`src/rtl/rf_wport_arbiter_pkg.sv`:
```
// Shared widths and FSM encodings for the register-file write-port arbiter.
package rf_wport_arbiter_pkg;

    localparam int RF_BUS_W  = 38;
    localparam int RF_ADDR_W = 5;
    localparam int DATA_W    = 32;
    localparam int ENTRY_W   = RF_ADDR_W + DATA_W;

    typedef enum logic [1:0] {
        ST_IDLE  = 2'd0,
        ST_PEND  = 2'd1,
        ST_STEAL = 2'd2
    } state_t;

    function automatic logic [31:0] dest_onehot(input logic [RF_ADDR_W-1:0] addr);
        return 32'd1 << addr;
    endfunction

endpackage

```
`src/rtl/rf_wb_fifo.sv`:
```
// MDU result queue: DEPTH x {addr, data} with full/count and per-entry taps
// so the top can build the pending-destination mask.
module rf_wb_fifo
    import rf_wport_arbiter_pkg::*;
#(
    parameter int DEPTH = 2
) (
    input  logic                         clk,
    input  logic                         resetn,
    input  logic                         push,
    input  logic                         pop,
    input  logic [RF_ADDR_W-1:0]         push_addr,
    input  logic [DATA_W-1:0]            push_data,
    output logic                         full,
    output logic [$clog2(DEPTH):0]       count,
    output logic [RF_ADDR_W-1:0]         head_addr,
    output logic [DATA_W-1:0]            head_data,
    output logic [DEPTH-1:0]             entry_valid,
    output logic [DEPTH*RF_ADDR_W-1:0]   entry_addr
);

    localparam int AW = $clog2(DEPTH);

    logic [AW:0]         wr_ptr_reg;
    logic [AW:0]         rd_ptr_reg;
    logic [ENTRY_W-1:0]  mem_reg [DEPTH];

    // The extra pointer bit separates full from empty.
    assign count     = wr_ptr_reg - rd_ptr_reg;
    assign full      = (count == (AW+1)'(DEPTH));
    assign head_addr = mem_reg[rd_ptr_reg[AW-1:0]][ENTRY_W-1 -: RF_ADDR_W];
    assign head_data = mem_reg[rd_ptr_reg[AW-1:0]][DATA_W-1:0];

    always_ff @(posedge clk or negedge resetn) begin
        if (!resetn) begin
            wr_ptr_reg <= '0;
            rd_ptr_reg <= '0;
        end else begin
            if (push) wr_ptr_reg <= wr_ptr_reg + 1'b1;
            if (pop)  rd_ptr_reg <= rd_ptr_reg + 1'b1;
        end
    end

    always_ff @(posedge clk) begin
        if (push) mem_reg[wr_ptr_reg[AW-1:0]] <= {push_addr, push_data};
    end

    generate
        for (genvar gi = 0; gi < DEPTH; gi++) begin : g_tap
            logic [AW-1:0] offset;
            assign offset          = AW'(gi) - rd_ptr_reg[AW-1:0];
            assign entry_valid[gi] = ({1'b0, offset} < count);
            assign entry_addr[gi*RF_ADDR_W +: RF_ADDR_W] = mem_reg[gi][ENTRY_W-1 -: RF_ADDR_W];
        end
    endgenerate

endmodule

```
`src/rtl/rf_wport_arbiter.sv`:
```
// Shares the regfile write port between WB (priority) and queued MDU results,
// stealing the port from WB when the oldest MDU result has waited too long.
module rf_wport_arbiter
    import rf_wport_arbiter_pkg::*;
#(
    parameter int DEPTH    = 2,
    parameter int MAX_WAIT = 4
) (
    input  logic                 clk,
    input  logic                 resetn,
    input  logic [RF_BUS_W-1:0]  wb_regfile_bus,
    output logic                 wb_hold,
    input  logic                 mdu_valid,
    output logic                 mdu_ready,
    input  logic [RF_ADDR_W-1:0] mdu_waddr,
    input  logic [DATA_W-1:0]    mdu_wdata,
    output logic                 rf_we,
    output logic [RF_ADDR_W-1:0] rf_waddr,
    output logic [DATA_W-1:0]    rf_wdata,
    output logic [31:0]          pend_dest_mask,
    output logic [15:0]          steal_cnt
);

    localparam int CW = $clog2(DEPTH) + 1;
    localparam logic [4:0] STEAL_AT = 5'(MAX_WAIT - 1);

    logic                       wb_we;
    logic [RF_ADDR_W-1:0]       wb_waddr;
    logic [DATA_W-1:0]          wb_wdata;
    logic                       full;
    logic [CW-1:0]              count;
    logic [RF_ADDR_W-1:0]       head_addr;
    logic [DATA_W-1:0]          head_data;
    logic [DEPTH-1:0]           entry_valid;
    logic [DEPTH*RF_ADDR_W-1:0] entry_addr;
    logic                       push;
    logic                       grant;
    logic                       remain;
    logic [4:0]                 wait_inc;

    state_t      state_reg, state_next;
    logic [3:0]  wait_cnt_reg, wait_cnt_next;
    logic [15:0] steal_cnt_reg, steal_cnt_next;

    assign wb_we    = wb_regfile_bus[37];
    assign wb_waddr = wb_regfile_bus[36:32];
    assign wb_wdata = wb_regfile_bus[31:0];

    // r0 results are acknowledged but never stored.
    assign mdu_ready = ~full;
    assign push      = mdu_valid & ~full & (mdu_waddr != '0);

    rf_wb_fifo #(.DEPTH(DEPTH)) u_fifo (
        .clk         (clk),
        .resetn      (resetn),
        .push        (push),
        .pop         (grant),
        .push_addr   (mdu_waddr),
        .push_data   (mdu_wdata),
        .full        (full),
        .count       (count),
        .head_addr   (head_addr),
        .head_data   (head_data),
        .entry_valid (entry_valid),
        .entry_addr  (entry_addr)
    );

    assign remain   = (count > CW'(1)) | push;
    assign wait_inc = {1'b0, wait_cnt_reg} + 5'd1;
    assign wb_hold  = (state_reg == ST_STEAL);

    always_ff @(posedge clk or negedge resetn) begin
        if (!resetn) begin
            state_reg     <= ST_IDLE;
            wait_cnt_reg  <= '0;
            steal_cnt_reg <= '0;
        end else begin
            state_reg     <= state_next;
            wait_cnt_reg  <= wait_cnt_next;
            steal_cnt_reg <= steal_cnt_next;
        end
    end

    always_comb begin
        grant          = 1'b0;
        state_next     = state_reg;
        wait_cnt_next  = wait_cnt_reg;
        steal_cnt_next = steal_cnt_reg;
        case (state_reg)
            ST_IDLE: begin
                if (push) state_next = ST_PEND;
            end
            ST_PEND: begin
                if (!wb_we) begin
                    grant         = 1'b1;
                    wait_cnt_next = '0;
                    state_next    = remain ? ST_PEND : ST_IDLE;
                end else begin
                    wait_cnt_next = wait_inc[3:0];
                    if (wait_inc >= STEAL_AT) state_next = ST_STEAL;
                end
            end
            ST_STEAL: begin
                grant          = 1'b1;
                wait_cnt_next  = '0;
                steal_cnt_next = (&steal_cnt_reg) ? steal_cnt_reg : steal_cnt_reg + 16'd1;
                state_next     = remain ? ST_PEND : ST_IDLE;
            end
            default: state_next = ST_IDLE;
        endcase
    end

    assign rf_we     = grant | (wb_we & ~wb_hold);
    assign rf_waddr  = grant ? head_addr : wb_waddr;
    assign rf_wdata  = grant ? head_data : wb_wdata;
    assign steal_cnt = steal_cnt_reg;

    always_comb begin
        pend_dest_mask = '0;
        for (int i = 0; i < DEPTH; i++) begin
            if (entry_valid[i])
                pend_dest_mask = pend_dest_mask | dest_onehot(entry_addr[i*RF_ADDR_W +: RF_ADDR_W]);
        end
        pend_dest_mask[0] = 1'b0;
    end

endmodule

```
`config.mk`:
```
export PLATFORM = sky130hd
export DESIGN_NAME = rf_wport_arbiter
export DESIGN_NICKNAME = d
export VERILOG_FILES = /design/src/rtl/rf_wport_arbiter_pkg.sv /design/src/rtl/rf_wb_fifo.sv /design/src/rtl/rf_wport_arbiter.sv
export SDC_FILE = /design/constraint.sdc
export NUM_CORES = 1
export LEC_CHECK = 0
export ABC_AREA = 1
export CAP_MARGIN = 5
export CORE_ASPECT_RATIO = 1.25
export CORE_MARGIN = 4
export CORE_UTILIZATION = 52
export CTS_BUF_LIST = sky130_fd_sc_hd__clkbuf_8
export CTS_CLUSTER_DIAMETER = 80
export DETAILED_ROUTE_END_ITERATION = 8
export PLACE_DENSITY = 0.87
export SYNTH_ARGS = -nofsm -noshare
export SYNTH_HDL_FRONTEND = slang
export SYNTH_SLANG_ARGS = --single-unit
```
`constraint.sdc`:
```
create_clock -name clk -period 7.9 [get_ports clk]
set_input_delay 1.58 -clock clk [delete_from_list [all_inputs] [get_ports clk]]
set_output_delay 1.58 -clock clk [all_outputs]
set_load 0.02 [all_outputs]
```
==> results.json <==
{
  "synth-xor-area-share": 0.0169,
  "antenna_found_initial": 1,
  "synthFlopType": "edfxtp_1",
  "dp_hpwl_um": 10500,
  "drcViolationCount": 0,
  "worstSetupStartpointType": "primary input",
  "tightestPinTransition_ns": 1.10,
  "startpoint": "wb_regfile_bus[37]",
  "async_flop_share": 0.260,
  "synthMuxAreaShare": 0,
  "synthToLayoutAreaGrowth_pct": 36.1,
  "p_seq_frac": 0.356,
  "dp_slack_ns": 2.16,
  "grt_pass1_wl_um": 22600,
  "crit_fanout": 38,
  "ys_seq_area_frac": 0.556,
  "synth.area.top_cells": "edfxtp_1 43%, dfrtp_1 13%, nand2_1 7.8%",
  "hold_slack_ns": 0.520,
  "syn_area_mm2": 0.00517,
  "cts_tree": "built",
  "ios": 166,
  "worstPathRequired_ns": 6.32,
  "cts_buffer_depth": 2,
  "drv_cap": 0,
  "synth-edff-count": 74,
  "first_global_vias": 4765,
  "grt_setup_unrepaired": "false",
  "synth_nets": 647,
  "cts_root_buffer": "clkbuf_8",
  "leakagePower_nw": 2.59,
  "synth_fa_ha_area_frac": 0.0242,
  "synth_top_family_by_area": "simple AND/OR/NAND/NOR gates",
  "clk_pin_slew_ns": 0.09,
  "yosys.area_share.simple": 0.258,
  "fin_crit_sh": 0.728,
  "portBuffers": 164,
  "p_clk_frac": 0.132,
  "grt_usage": 0.240,
  "setup_viol": 0,
  "crit_arrival_ns": 4.17,
  "cts_setup_buffers": 0,
  "gr-total-overflow": 0,
  "synth-compound-area-share": 0.0794,
  "drtIter0Drc": 253,
  "ys_top_cells_by_count": "107 x nand2_1, 79 x nor2_1, 74 x edfxtp_1, 68 x nor3_1, 43 x inv_1",
  "max-vdd-ir-drop_mv": 0.188,
  "via_per_inst": 5.61,
  "synth-seq-cells": 100,
  "largest_reg_flops": 74,
  "slew_headroom": 0.266,
  "avgSynthCellArea_um2": 9.25,
  "cts.sinks": 100,
  "dpl.cell_count": 831,
  "gp_congestion": 0.951,
  "synth_top_area_cell": "edfxtp_1",
  "critPathKind": "in2out",
  "total_power_mw": 2.32,
  "stdcell_count": 848,
  "fp.coreArea_mm2": 0.00966,
  "drive_gt1_frac": 0.0610,
  "synth.most_common_cell": "nand2_1",
  "max_freq_ghz": 0.174,
  "drt_first_pass_iters": 5,
  "clock_latency_ns": 0.37,
  "nNetsFinal": 804,
  "synthCells": 559,
  "r2r-start": "u_fifo.rd_ptr_reg[0]",
  "ys_warn_count": 0,
  "status": "finished clean",
  "start_util": 0.535,
  "fin_worst_skew_ns": 0.0101,
  "wl_um": 14400,
  "r2r_cells": 5,
  "rows": 40,
  "synth_top_area_frac": 0.430,
  "end_kind": "primary output",
  "hold_path_class": "reg2reg",
  "h-tree-depth": 3,
  "hold_end": "u_fifo.rd_ptr_reg[1]",
  "layout_min_cycle_time_ns": 5.75,
  "postCtsHoldBufs": 0,
  "wire_per_inst_um": 16.9,
  "reg2reg_setup_slack_ns": 4.93,
  "power_switching_mw": 1.03,
  "r2r-end": "u_fifo.mem_reg[1][15]",
  "cts_resized": 0,
  "hold_start": "u_fifo.rd_ptr_reg[1]",
  "cts_buffers": 9,
  "combPwrFrac": 0.512,
  "dieArea_mm2": 0.0116,
  "postRouteAntennaNets": 0,
  "hold_viol": 0,
  "grt_max_degree": 39,
  "finalSetupTns_ns": 0,
  "die-height_um": 119,
  "vias": 4754,
  "final.setup.worst_slack_ns": 2.15,
  "switching_share": 0.445,
  "dieWidth_um": 97.2,
  "worst_hold_path.num_cells": 1,
  "synth.distinct_cells": 37,
  "power_density_mw_per_mm2": 329,
  "drv_slew": 0,
  "intPower_mw": 1.29
}
final cells by class:
type	instances	area (µm²)
Sequential cell	100	2870
Fill cell	676	2620
Multi-Input combinational cell	389	1980
Timing Repair Buffer	167	1660
Inverter	49	184
Tap cell	126	158
Clock buffer	9	124
Clock inverter	7	58.8
Antenna cell	1	2.50
logic make-up (layout without fill, tap and decap cells):
kind of cell,after synthesis,after routing
AO/OA/AOI/OAI,72,72
XOR/XNOR,10,10
adder cells (fa/ha/maj),10,10
buffers and inverters,70,232
flip-flops,100,100
other,1,2
AND/OR/NAND/NOR,296,296
layout by cell type (no fill, tap or decap), drive strengths merged:
cell type	Yosys	layout
dfrtp	26	26
clkbuf	3	9
xnor2	2	2
o21ai	49	49
or2	1	1
clkinv	3	4
nor3	70	70
nand4	4	4
diode	0	1
nor4	8	8
clkinvlp	0	2
edfxtp	74	74
a21oi	1	1
nand2	111	111
clkdlybuf4s50	0	164
xor2	8	8
conb	1	1
nand3b	4	4
o22ai	22	22
nand3	16	16
ha	10	10
buf	18	3
inv	46	50
nor2	82	82
power by group through the flow:
stage	clock network [mW]	logic (mW)	registers, mW
after global placement	0	1.15	0.825
final	0.306	1.19	0.824
after floorplan	0	0.742	0.817
after detailed placement	0	1.18	0.830
after CTS	0.310	1.19	0.821
after global routing	0.332	1.29	0.839
stage by stage:
stage	area, µm²	util
floorplan	5170	-
global placement	6850	0.710
detailed placement	6850	0.710
CTS	7040	0.728
global route	7040	0.729
finish	7040	0.729
worst max-delay path: stages:
cell and delay, ns:
clkdlybuf4s50_1 0.53, o21ai_2 0.09, nand2_1 0.10, inv_2 0.27, nand2_1 0.15, buf_4 0.39, nor2_1 0.07, nor3_1 0.30
clkdlybuf4s50_1 0.68
layer usage:
layer,vias up,part of all wire,wire length (µm),GRT usage
met2,261,0.51,7320,0.422
met5,-,0,0,0
met4,0,0.046,661,0.132
met3,55,0.078,1120,0.0488
li1,2225,-,-,-
met1,2213,0.37,5270,0.273
how the worst max path moves through the flow:
stage,to,slack [ns],depth (start not counted)
6_report,rf_wdata[1],2.15,9
4_1_cts,rf_wdata[16],2.15,9
5_1_grt,rf_wdata[16],2.04,9
2_1_floorplan,rf_wdata[16],3.69,7
3_3_place_gp,rf_wdata[1],2.24,9
3_5_place_dp,rf_wdata[16],2.16,9
(Power assumes the default switching activity.)
